### src/rtl/rvfi_check_pkg.sv
// Shared types and width helpers for the RVFI data-memory consistency checkers.
package rvfi_check_pkg;

    localparam int CNT_W_DEF = 8;

    typedef logic [7:0] byte_t;

    // Index fields are sized for the largest supported configuration and cast down at the ports.
    typedef struct packed {
        logic [7:0] chan;
        logic [7:0] slot;
        logic [7:0] byte_lane;
        byte_t      exp;
        byte_t      act;
    } err_info_t;

    function automatic int idx_w(input int n);
        return $clog2(n) + 1;
    endfunction

endpackage

### src/rtl/rvfi_dmem_slot.sv
// One tracked word: byte shadow of the last write, forwarded channel by channel in retire order,
// producing per-channel/per-byte mismatch flags and the effective shadow each channel compared against.
module rvfi_dmem_slot
    import rvfi_check_pkg::*;
#(
    parameter int XLEN = 32,
    parameter int NRET = 1
) (
    input  logic                     clk_i,
    input  logic                     rst_ni,
    input  logic                     enable_i,
    input  logic [XLEN-1:0]          slot_addr_i,
    input  logic [NRET-1:0]          valid_i,
    input  logic [NRET*XLEN-1:0]     addr_i,
    input  logic [NRET*XLEN/8-1:0]   rmask_i,
    input  logic [NRET*XLEN/8-1:0]   wmask_i,
    input  logic [NRET*XLEN-1:0]     rdata_i,
    input  logic [NRET*XLEN-1:0]     wdata_i,
    output logic [NRET*XLEN/8-1:0]   mism_o,
    output logic [NRET*XLEN-1:0]     exp_dat_o
);

    localparam int NB = XLEN / 8;
    localparam logic [XLEN-1:0] ALIGN_MASK = XLEN'(NB - 1);

    logic [XLEN-1:0] shadow_q, shadow_d;
    logic [NB-1:0]   written_q, written_d;
    logic [NRET-1:0] hit;
    byte_t           rd_b;

    always_comb begin
        for (int c = 0; c < NRET; c++) begin
            hit[c] = valid_i[c]
                  && (addr_i[c*XLEN +: XLEN] == slot_addr_i)
                  && ((addr_i[c*XLEN +: XLEN] & ALIGN_MASK) == '0);
        end
    end

    // Each channel sees earlier channels' writes; its own write lands after its read check.
    always_comb begin
        shadow_d  = shadow_q;
        written_d = written_q;
        mism_o    = '0;
        exp_dat_o = '0;
        rd_b      = '0;
        for (int c = 0; c < NRET; c++) begin
            exp_dat_o[c*XLEN +: XLEN] = shadow_d;
            for (int i = 0; i < NB; i++) begin
                rd_b = rdata_i[c*XLEN + i*8 +: 8];
                mism_o[c*NB + i] = hit[c] && enable_i && rmask_i[c*NB + i]
                                && written_d[i] && (rd_b != shadow_d[i*8 +: 8]);
            end
            if (hit[c]) begin
                for (int i = 0; i < NB; i++) begin
                    if (wmask_i[c*NB + i]) begin
                        shadow_d[i*8 +: 8] = wdata_i[c*XLEN + i*8 +: 8];
                        written_d[i]       = 1'b1;
                    end
                end
            end
        end
    end

    always_ff @(posedge clk_i or negedge rst_ni) begin
        if (!rst_ni) begin
            shadow_q  <= '0;
            written_q <= '0;
        end else begin
            shadow_q  <= shadow_d;
            written_q <= written_d;
        end
    end

endmodule

### src/rtl/rvfi_dmem_multi_check.sv
// Multi-address, multi-channel RVFI data-memory checker: sticky error, saturating mismatch-byte
// counter and first-failure capture, all registered one cycle after the offending retire.
module rvfi_dmem_multi_check
    import rvfi_check_pkg::*;
#(
    parameter int XLEN      = 32,
    parameter int NRET      = 1,
    parameter int NADDR     = 2,
    parameter int CNT_W     = CNT_W_DEF,
    parameter bit ASSERT_EN = 1'b1
) (
    input  logic                          clock,
    input  logic                          reset,
    input  logic                          enable,
    input  logic [NADDR*XLEN-1:0]         trk_addr,
    input  logic [NRET-1:0]               rvfi_valid,
    input  logic [NRET*XLEN-1:0]          rvfi_mem_addr,
    input  logic [NRET*XLEN/8-1:0]        rvfi_mem_rmask,
    input  logic [NRET*XLEN/8-1:0]        rvfi_mem_wmask,
    input  logic [NRET*XLEN-1:0]          rvfi_mem_rdata,
    input  logic [NRET*XLEN-1:0]          rvfi_mem_wdata,
    output logic                          err,
    output logic [CNT_W-1:0]              err_count,
    output logic [idx_w(NRET)-1:0]        err_chan,
    output logic [idx_w(NADDR)-1:0]       err_slot,
    output logic [idx_w(XLEN/8)-1:0]      err_byte,
    output logic [7:0]                    err_exp,
    output logic [7:0]                    err_act
);

    localparam int NB     = XLEN / 8;
    localparam int NBIT   = NRET * NB;
    localparam int CHAN_W = idx_w(NRET);
    localparam int SLOT_W = idx_w(NADDR);
    localparam int BYTE_W = idx_w(NB);
    localparam int SUM_W  = CNT_W + $clog2(NADDR * NBIT + 1);
    localparam logic [CNT_W-1:0] CNT_MAX = '1;

    logic [NBIT-1:0]      mism    [NADDR];
    logic [NRET*XLEN-1:0] exp_dat [NADDR];

    for (genvar k = 0; k < NADDR; k++) begin : g_slot
        rvfi_dmem_slot #(
            .XLEN (XLEN),
            .NRET (NRET)
        ) u_slot (
            .clk_i       (clock),
            .rst_ni      (reset),
            .enable_i    (enable),
            .slot_addr_i (trk_addr[k*XLEN +: XLEN]),
            .valid_i     (rvfi_valid),
            .addr_i      (rvfi_mem_addr),
            .rmask_i     (rvfi_mem_rmask),
            .wmask_i     (rvfi_mem_wmask),
            .rdata_i     (rvfi_mem_rdata),
            .wdata_i     (rvfi_mem_wdata),
            .mism_o      (mism[k]),
            .exp_dat_o   (exp_dat[k])
        );
    end

    logic             err_q, err_d;
    logic [CNT_W-1:0] cnt_q, cnt_d;
    err_info_t        info_q, info_d, first;
    logic             found;
    logic [SUM_W-1:0] nmis, sum;

    // Loop order (channel, slot, byte) is the first-failure priority.
    always_comb begin
        found = 1'b0;
        first = '0;
        nmis  = '0;
        for (int c = 0; c < NRET; c++) begin
            for (int k = 0; k < NADDR; k++) begin
                for (int i = 0; i < NB; i++) begin
                    if (mism[k][c*NB + i]) begin
                        nmis = nmis + SUM_W'(1);
                        if (!found) begin
                            found           = 1'b1;
                            first.chan      = 8'(c);
                            first.slot      = 8'(k);
                            first.byte_lane = 8'(i);
                            first.exp       = exp_dat[k][c*XLEN + i*8 +: 8];
                            first.act       = rvfi_mem_rdata[c*XLEN + i*8 +: 8];
                        end
                    end
                end
            end
        end
    end

    always_comb begin
        sum    = SUM_W'(cnt_q) + nmis;
        cnt_d  = (sum > SUM_W'(CNT_MAX)) ? CNT_MAX : sum[CNT_W-1:0];
        err_d  = err_q | found;
        info_d = (!err_q && found) ? first : info_q;
    end

    always_ff @(posedge clock or negedge reset) begin
        if (!reset) begin
            err_q  <= 1'b0;
            cnt_q  <= '0;
            info_q <= '0;
        end else begin
            err_q  <= err_d;
            cnt_q  <= cnt_d;
            info_q <= info_d;
        end
    end

    assign err       = err_q;
    assign err_count = cnt_q;
    assign err_chan  = CHAN_W'(info_q.chan);
    assign err_slot  = SLOT_W'(info_q.slot);
    assign err_byte  = BYTE_W'(info_q.byte_lane);
    assign err_exp   = info_q.exp;
    assign err_act   = info_q.act;

    if (ASSERT_EN) begin : g_assert
        always_comb begin
            if (reset) assert (!found);
        end
    end

endmodule

### config.mk
export PLATFORM = sky130hd
export DESIGN_NAME = rvfi_dmem_multi_check
export DESIGN_NICKNAME = d
export VERILOG_FILES = /design/src/rtl/rvfi_check_pkg.sv /design/src/rtl/rvfi_dmem_slot.sv /design/src/rtl/rvfi_dmem_multi_check.sv
export SDC_FILE = /design/constraint.sdc
export NUM_CORES = 1
export LEC_CHECK = 0
export BUFFER_PORTS_ARGS = -buffer_cell sky130_fd_sc_hd__clkbuf_2
export CAP_MARGIN = 20
export CORE_MARGIN = 3
export CORE_UTILIZATION = 30
export CTS_CLUSTER_SIZE = 28
export DETAILED_ROUTE_END_ITERATION = 8
export HOLD_SLACK_MARGIN = 0.05
export PLACE_DENSITY = 0.53
export SLEW_MARGIN = 20
export SYNTH_ARGS = -nofsm -noshare
export SYNTH_HDL_FRONTEND = slang
export SYNTH_SLANG_ARGS = --single-unit
### constraint.sdc
create_clock -name clock -period 8.83 [get_ports clock]
set_clock_uncertainty 0.15 [all_clocks]
set_input_delay 2.2075 -clock clock [delete_from_list [all_inputs] [get_ports clock]]
set_output_delay 2.2075 -clock clock [all_outputs]
set_load 0.01 [all_outputs]
==> flow_summary.ini, run 1 <==
[clocking]
ctsHtreeMaxLevel = 3
clockBufferDepth = 2
insertion_delay_ps = 360
cts_tree = yes
cts_sinks = 100
cts_buffers = 9
path_clk_slew_ps = 70
postCtsHoldBufs = 0
clock-root-buffer = clkbuf_16

[cells_and_area]
nFillCells = 2447
syn2layout_area_growth_pct = 26.3
antenna_cells = 0
fin_nets = 1169
final_area_um2 = 9260
drive_above_1_share = 0.354

[timing]
relSlewSlack = 0.243
fin_crit_sh = 0.975
worst_pin_slew_ps = 1130
max_freq_mhz = 116
finalSetupTns_ps = 0
rsz0062_at_grt = yes
final-hold-violation-count = 0
drv_slew = 0
period_needed_ps = 8610
setup_viol_count_final = 0
setup_slack_ps = 221
worst_hold_slack_ps = 318

[outcome]
status = complete, no violations

[synth]
ys_warn_count = 0
yosysTopAreaCell = dfrtp_1
synth_most_common_cell = dfrtp_1
synth-edff-count = 0
yosys-top-cells-count = dfrtp_1 (100), xor2_1 (73), nand2_1 (72), xnor2_1 (67), mux2_2 (66)
syn-cell-area_um2 = 7330
syn_area_per_cell_um2 = 9.50
synth_cells = 771
yosysTopAreaCellShare = 0.341
ys_top_cells_by_area = dfrtp_1 (34%), mux2_2 (10%), xor2_1 (8.7%), xnor2_1 (8.0%), nand2_1 (3.7%)
synth_seq_cells = 100
ys.flop_type = dfrtp_1
synth.distinct_cells = 66
async_reset_ff_frac = 1.00
ys_seq_area_frac = 0.341

[global_route]
grt_overflow = 0
met1_usage = 0.292
grtUsageMet3 = 0.0380
antenna_found_initial = 0
grt_usage = 0.200
grt_max_degree = 62
grtUsageMet2 = 0.303
grt-busiest-layer = met2
grt_pass1_wl_um = 40400
grt_pass1_vias = 6817

[critical_path]
r2r-end = err_count[4]$_DFF_PN0_
worstPathMaxFanout = 8
critPathMaxStageDelay_ps = 540
slowest_stage = a2111oi_1
cpMostUsedCell = ha_1
worst_ep_arrival_time_ps = 8690
reg2reg_depth = 31
start_kind = primary input
critical_path_class = primary input to flip-flop
critPathRequiredTime_ps = 8910
cp-end-kind = flip-flop
reg2reg_from = g_slot[0].u_slot.exp_dat_o[5]$_DFFE_PN0P_
ff2ff_setup_slack_ps = 2480

[floorplan]
rows = 56
fp.dieH_um = 162
dieArea_um2 = 26300
core_um2 = 23800
die_w_um = 162
start_util = 0.309
ios = 203

[drt]
drtIter0Drc = 583
via_per_inst = 5.24
vias = 6838
post_drt_wl_per_cell_um = 20.6
final_antenna_net_count = 0
drc = 0
totalWireLength_um = 26900
drt_pass1_iterations = 5

[place]
gp_congestion = 0.938
detailed_place.area_um2 = 8850
detailed_place_hpwl_um = 21700
post-place-ws_ps = -279
io_buffers = 199

[hold_path]
hold_depth = 1
min_to = g_slot[0].u_slot.written_q[2]$_DFFE_PN0P_
hp-start = g_slot[0].u_slot.written_q[2]$_DFFE_PN0P_
worstHoldPathType = flip-flop to flip-flop

[power_and_ir_drop]
power.density_nw_per_um2 = 112
p_leak_nw = 4.37
ir_worst_vdd_mv = 0.104

[run]
cap_viol_max_count = 0
## power by group
part,internal (mW),switching (mW)
registers,0.463,0.00306
clock network,0.200,0.201
logic,0.0743,0.0950
## flip-flops by register name, summed over array words and instances, names as in the netlist
register and count:
err_count 8, g_slot.u_slot.exp_dat_o 64, err 1, g_slot.u_slot.written_q 8, err_exp 8, err_byte 2, err_slot 1, err_act 8
## how the worst max path moves through the flow
stage                                 from                      to  slack, ps  cells past startpoint
after floorplan           rvfi_mem_addr[0]  err_count[2]$_DFF_PN0_          3                     35
after global routing      rvfi_mem_addr[0]  err_count[4]$_DFF_PN0_        -60                     35
final                     rvfi_mem_addr[0]  err_count[4]$_DFF_PN0_        220                     34
after global placement          rvfi_valid  err_count[2]$_DFF_PN0_        -70                     34
after CTS                       rvfi_valid  err_count[4]$_DFF_PN0_         70                     34
after detailed placement        rvfi_valid  err_count[4]$_DFF_PN0_       -280                     34
## per-stage QoR
| stage | util | total power, mW | std cells |
|---|---|---|---|
| CTS | 0.385 | 1.04 | 1301 |
| global route | 0.390 | 1.08 | 1304 |
| finish | 0.390 | 1.04 | 1304 |
| floorplan | - | 0.551 | 776 |
| global placement | 0.373 | 0.643 | 1285 |
| detailed placement | 0.373 | 0.643 | 1285 |
## per-layer routing
layer  wire [um]  up-vias
li1            -     3246
met1       12400     3286
met2       12000      259
met3        1750       47
met4         722        0
met5           0        -
## repair_timing
action	CTS	global route
buffers inserted	0	3
resized for setup	0	20
endpoints found under the setup margin	0	8
## cell type report
type                    instances  area, um^2  area share
repair buffers                225        1200       0.130
clock buffers                   9         225      0.0243
inverters                      18        70.1     0.00757
multi-input cells             626        4790       0.517
well taps                     319         399      0.0431
flip-flops and latches        100        2500       0.270
clock inverters                 7        75.1     0.00811
## critical path: cells and delay by family
kind,cells,cell delay [ps]
xor+xnor,1,130
fa+ha+maj,6,1550
compound gates,11,2010
buf+inv,3,320
simple gates,13,2490
## placed cells by master, fill, tap and decap left out, types with 6 or more instances in the layout
cell type,n
a21oi_1,41
a221o_1,14
a221oi_1,16
buf_4,27
clkbuf_16,9
clkbuf_2,197
conb_1,6
dfrtp_1,100
ha_1,11
inv_1,14
mux2_2,66
nand2_1,69
nand2b_1,14
nand4_1,21
nor2_1,35
nor3_1,9
nor4_1,36
o211ai_1,16
o21ai_0,24
o22a_1,14
xnor2_1,66
xor2_1,73
## cell families (layout without fill, tap and decap cells)
logic type	count (synthesis)	after routing	share of synthesized area
other	1	6	0.000512
multiplexers	68	68	0.104
buffers and inverters	50	259	0.0280
adder cells (fa/ha/maj)	17	17	0.0300
AO/OA/AOI/OAI	160	160	0.153
flip-flops	100	100	0.341
AND/OR/NAND/NOR	233	233	0.170
XOR/XNOR	142	142	0.173
Power figures use the tool's default switching activity.
==> inputs of run 2 (changes only) <==
Settings changed: BUFFER_PORTS_ARGS -buffer_cell sky130_fd_sc_hd__clkbuf_2 to -buffer_cell sky130_fd_sc_hd__buf_4.
==> run 2 against run 1 <==
Against the previous run:
- count of clock-buffer cells in the layout stayed put
- first-iteration DRC count decreased by 0.86%
- sequential power about the same
- sequential share of layout area is 1.6 points lower
- critical path depth stayed put
- final cell count rose by 0.38%
- utilization is 2.4 points higher
- routed wire length increased by 1.5%
- via count decreased by 0.22%
- hold slack got worse by 1.7 ps
- largest power group unchanged
- die area unchanged
- clock power about the same
==> flow_summary.ini, run 2 (synthesized netlist as in run 1, its figures left out) <==
[outcome]
status = complete, no violations

[global_route]
antenna_found_initial = 0
grt_overflow = 0
grt_usage = 0.205
grt_pass1_wl_um = 41200
grt_pass1_vias = 6885
grt_max_degree = 64

[floorplan]
core_um2 = 23800
fp.dieH_um = 162
die_w_um = 162
ios = 203
rows = 56
dieArea_um2 = 26300
start_util = 0.309

[cells_and_area]
layout_common_cells = buf_4 (228), dfrtp_1 (100), xor2_1 (73), nand2_1 (70), mux2_2 (66)
largest_reg_flops = 64
finalCoreUtilization = 0.414
fin_nets = 1174
final_area_um2 = 9830
multi_input_area_um2 = 4820
syn2layout_area_growth_pct = 34.1
antenna_cells = 0
layout_commonest_cell = buf_4
ff_latch_area_um2 = 2500
nFillCells = 2379
final_cells = 1309
drive_above_1_share = 0.360

[drt]
drtIter0Drc = 578
drt_pass1_iterations = 5
drc = 0
vias = 6823
via_per_inst = 5.21
totalWireLength_um = 27300
final_antenna_net_count = 0
post_drt_wl_per_cell_um = 20.8

[hold_path]
worstHoldPathType = flip-flop to flip-flop

[timing]
final-hold-violation-count = 0
worst_hold_slack_ps = 317
setup_viol_count_final = 0
fin_crit_sh = 0.976
period_needed_ps = 8620
setup_slack_ps = 212
finalSetupTns_ps = 0
max_freq_mhz = 116
worst_pin_slew_ps = 1130
rsz0062_at_grt = yes
drv_slew = 0
relSlewSlack = 0.244

[critical_path]
critPathRequiredTime_ps = 8920
critPathMaxStageDelay_ps = 540
critical_path_class = primary input to flip-flop
worstPathMaxFanout = 8
worst-path-buf-inv = 3
ff2ff_setup_slack_ps = 2530
critPathTopFamily = simple AND/OR/NAND/NOR gates
worst_ep_arrival_time_ps = 8710
cp-end-kind = flip-flop
start_kind = primary input
slowest_stage = or4bb_1
cpMostUsedCell = ha_4

[power_and_ir_drop]
ir_worst_vdd_mv = 0.0885
p_leak_nw = 4.55
total_power_mw = 1.06
power.density_nw_per_um2 = 108

[clocking]
cts_buffers = 9
cts_tree = yes
postCtsHoldBufs = 0
insertion_delay_ps = 370
clockBufferDepth = 2
path_clk_slew_ps = 70
clock-root-buffer = clkbuf_16
cts_sinks = 100
ctsHtreeMaxLevel = 3

[run]
cap_viol_max_count = 0

[place]
detailed_place.area_um2 = 9390
dpl.cell_count = 1290
post-place-ws_ps = -125
io_buffers = 199
gp_congestion = 0.919
detailed_place_hpwl_um = 22200
run 2: final cells by class:
type,count,area share
multi-input cells,626,0.491
flip-flops and latches,100,0.255
repair buffers,230,0.176
well taps,319,0.0406
clock buffers,9,0.0229
clock inverters,7,0.00777
inverters,18,0.00687
run 2: path summary, 6_finish.rpt:
| path | start | endpoint | cells after the start |
|---|---|---|---|
| setup / recovery | rvfi_mem_addr[1] | err_count[2]$_DFF_PN0_ | 34 |
| hold / removal | g_slot[0].u_slot.written_q[1]$_DFFE_PN0P_ | g_slot[0].u_slot.written_q[1]$_DFFE_PN0P_ | 1 |
| setup reg to reg | g_slot[0].u_slot.exp_dat_o[5]$_DFFE_PN0P_ | err_count[2]$_DFF_PN0_ | 31 |
| hold reg to reg | g_slot[0].u_slot.written_q[1]$_DFFE_PN0P_ | g_slot[0].u_slot.written_q[1]$_DFFE_PN0P_ | 1 |
| max in group asynchronous | reset | g_slot[1].u_slot.exp_dat_o[17]$_DFFE_PN0P_ | 2 |
| min in group asynchronous | reset | err_exp[5]$_DFFE_PN0P_ | 1 |
run 2: layer usage:
metal / vias to the layer above / share of wire / GRT usage
li1: 3246 / - / -
met3: 42 / 0.057 / 0.0344
met1: 3319 / 0.46 / 0.295
met5: - / 0 / 0
met4: 0 / 0.022 / 0.0562
met2: 216 / 0.46 / 0.320
run 2: where the power goes:
| group | internal [mW] | switching, mW | total (mW) |
|---|---|---|---|
| Clock | 0.201 | 0.202 | 0.403 |
| Combinational | 0.100 | 0.0955 | 0.196 |
| Sequential | 0.463 | 0.00326 | 0.466 |
run 2: what timing repair did:
action | in CTS | in global routing
buffers inserted | 0 | 3
gates resized for setup | 0 | 23
setup endpoints to repair | 0 | 8
==> inputs of run 3 (changes only) <==
Settings changed: CORE_UTILIZATION 30 to 54, PLACE_DENSITY 0.53 to 0.84.
==> run 3 against run 2 <==
Against the previous run:
- the run now ends with negative setup slack left
- count of clock-buffer cells in the layout increased by 1
- sequential power about the same
- largest power group unchanged
- combinational power about the same
- non-clock buffer count decreased by 6
- highest routed layer unchanged
==> flow_summary.ini, run 3 (synthesized netlist as in run 1, its figures left out) <==
[outcome]
status = complete, but fails checks
violations = negative setup slack

[timing]
drv_slew = 0
fin_crit_sh = 1.01
max_freq_mhz = 112
period_needed_ps = 8940
finalSetupTns_ps = -732
worst_pin_slew_ps = 1120
relSlewSlack = 0.245
setup_slack_ps = -113
setup_viol_count_final = 8
rsz0062_at_grt = yes
final-hold-violation-count = 0

[critical_path]
critPathRequiredTime_ps = 8900
cpMostUsedCell = ha_1
slowest_stage = or4_4
critical_path_class = primary input to flip-flop
cp-end-kind = flip-flop
worst-path-buf-inv = 3
critPathMaxStageDelay_ps = 470
worstPathMaxFanout = 8
start_kind = primary input
critPathTopFamily = simple AND/OR/NAND/NOR gates
worst_ep_arrival_time_ps = 9010

[power_and_ir_drop]
total_power_mw = 1.06
pwr-share-clk = 0.375
swShare = 0.273
power_switching_uw = 289
power.density_nw_per_um2 = 111
power.internal_uw = 771
p_leak_nw = 4.49
share_comb_of_total_power = 0.185
ir_worst_vdd_mv = 0.107
power_frac_seq = 0.440

[clocking]
cts_tree = yes
ctsHtreeMaxLevel = 3
clock-root-buffer = clkbuf_16
insertion_delay_ps = 350
clockBufferDepth = 2
cts_buffers = 9
cts_sinks = 100
path_clk_slew_ps = 80

[drt]
final_antenna_net_count = 0
vias = 7263
drt_pass1_iterations = 6
drc = 0
totalWireLength_um = 24800
via_per_inst = 6.28
post_drt_wl_per_cell_um = 21.5
drtIter0Drc = 821

[cells_and_area]
final_area_um2 = 9570
finalCoreUtilization = 0.741
fin_nets = 1168
layout_commonest_cell = buf_4
antenna_cells = 0
syn2layout_area_growth_pct = 30.6
nFillCells = 970
final_cells = 1156
multi_input_area_um2 = 4800
drive_above_1_share = 0.354
layout_common_cells = buf_4 (222), dfrtp_1 (100), xor2_1 (73), nand2_1 (70)
largest_reg_flops = 64
ff_latch_area_um2 = 2500

[global_route]
grt_max_degree = 74
grt_overflow = 0
grt_usage = 0.324
antenna_found_initial = 0
grt_pass1_vias = 7044
grt_pass1_wl_um = 37300

[place]
io_buffers = 199
gp_congestion = 1.04
dpl.cell_count = 1133
detailed_place.area_um2 = 9120
detailed_place_hpwl_um = 19400

[floorplan]
die_w_um = 122
fp.dieH_um = 122
start_util = 0.567
core_um2 = 12900
dieArea_um2 = 15000
ios = 203
rows = 41

[run]
cap_viol_max_count = 0

[hold_path]
worstHoldPathType = flip-flop to flip-flop
[run 3: per-layer routing]
metal	global-route usage	wire, um	up-vias
met3	0.0724	2530	88
met1	0.453	10100	3497
li1	-	-	3226
met5	0	0	-
met2	0.488	11300	452
met4	0.129	945	0
[run 3: power groups by stage]
stage / Clock (mW) / Combinational, mW / Sequential, mW
after floorplan: 0 / 0.0736 / 0.478
after global placement: 0 / 0.186 / 0.475
after detailed placement: 0 / 0.188 / 0.475
after CTS: 0.401 / 0.190 / 0.467
after global routing: 0.419 / 0.213 / 0.467
final: 0.398 / 0.197 / 0.466
[run 3: path summary, 6_finish.rpt]
| kind | start | endpoint | slack (ps) | depth (start not counted) |
|---|---|---|---|---|
| max in group asynchronous | reset | g_slot[1].u_slot.exp_dat_o[18]$_DFFE_PN0P_ | 5710 | 2 |
| min | g_slot[0].u_slot.written_q[2]$_DFFE_PN0P_ | g_slot[0].u_slot.written_q[2]$_DFFE_PN0P_ | 330 | 1 |
| min in group asynchronous | reset | g_slot[0].u_slot.exp_dat_o[26]$_DFFE_PN0P_ | 1610 | 1 |
| max | rvfi_mem_addr[1] | err_count[4]$_DFF_PN0_ | -110 | 34 |
| max reg2reg | g_slot[0].u_slot.exp_dat_o[5]$_DFFE_PN0P_ | err_count[4]$_DFF_PN0_ | 2310 | 31 |
| min reg2reg | g_slot[0].u_slot.written_q[2]$_DFFE_PN0P_ | g_slot[0].u_slot.written_q[2]$_DFFE_PN0P_ | 330 | 1 |
[run 3: repair_timing]
item,4_1_cts,5_1_grt
setup buffers,0,7
gates resized for setup,0,21
endpoints found under the hold margin,0,0
hold buffers,0,0
setup endpoints to repair,0,8
[run 3: worst register-to-register path, delay by kind of cell, from the launching register on]
family / cells / cell delay (ps)
AND/OR/NAND/NOR: 10 / 1620
AO/OA/AOI/OAI: 12 / 2210
flip-flops: 1 / 420
adder cells (fa/ha/maj): 6 / 1650
buffers and inverters: 1 / 60
XOR/XNOR: 2 / 300
[run 3: through the flow]
stage,setup slack (ps),hold slack (ps)
6_report,-113,326
5_1_grt,-393,354
4_1_cts,109,323
3_5_place_dp,-206,304
3_3_place_gp,6.48,299
2_1_floorplan,2.98,285
[run 3: cell type report]
cell class / instances / share of cell area
clock buffers: 10 / 0.0250
clock inverters: 6 / 0.00627
inverters: 18 / 0.00706
multi-input cells: 626 / 0.501
flip-flops and latches: 100 / 0.261
well taps: 172 / 0.0225
repair buffers: 224 / 0.176
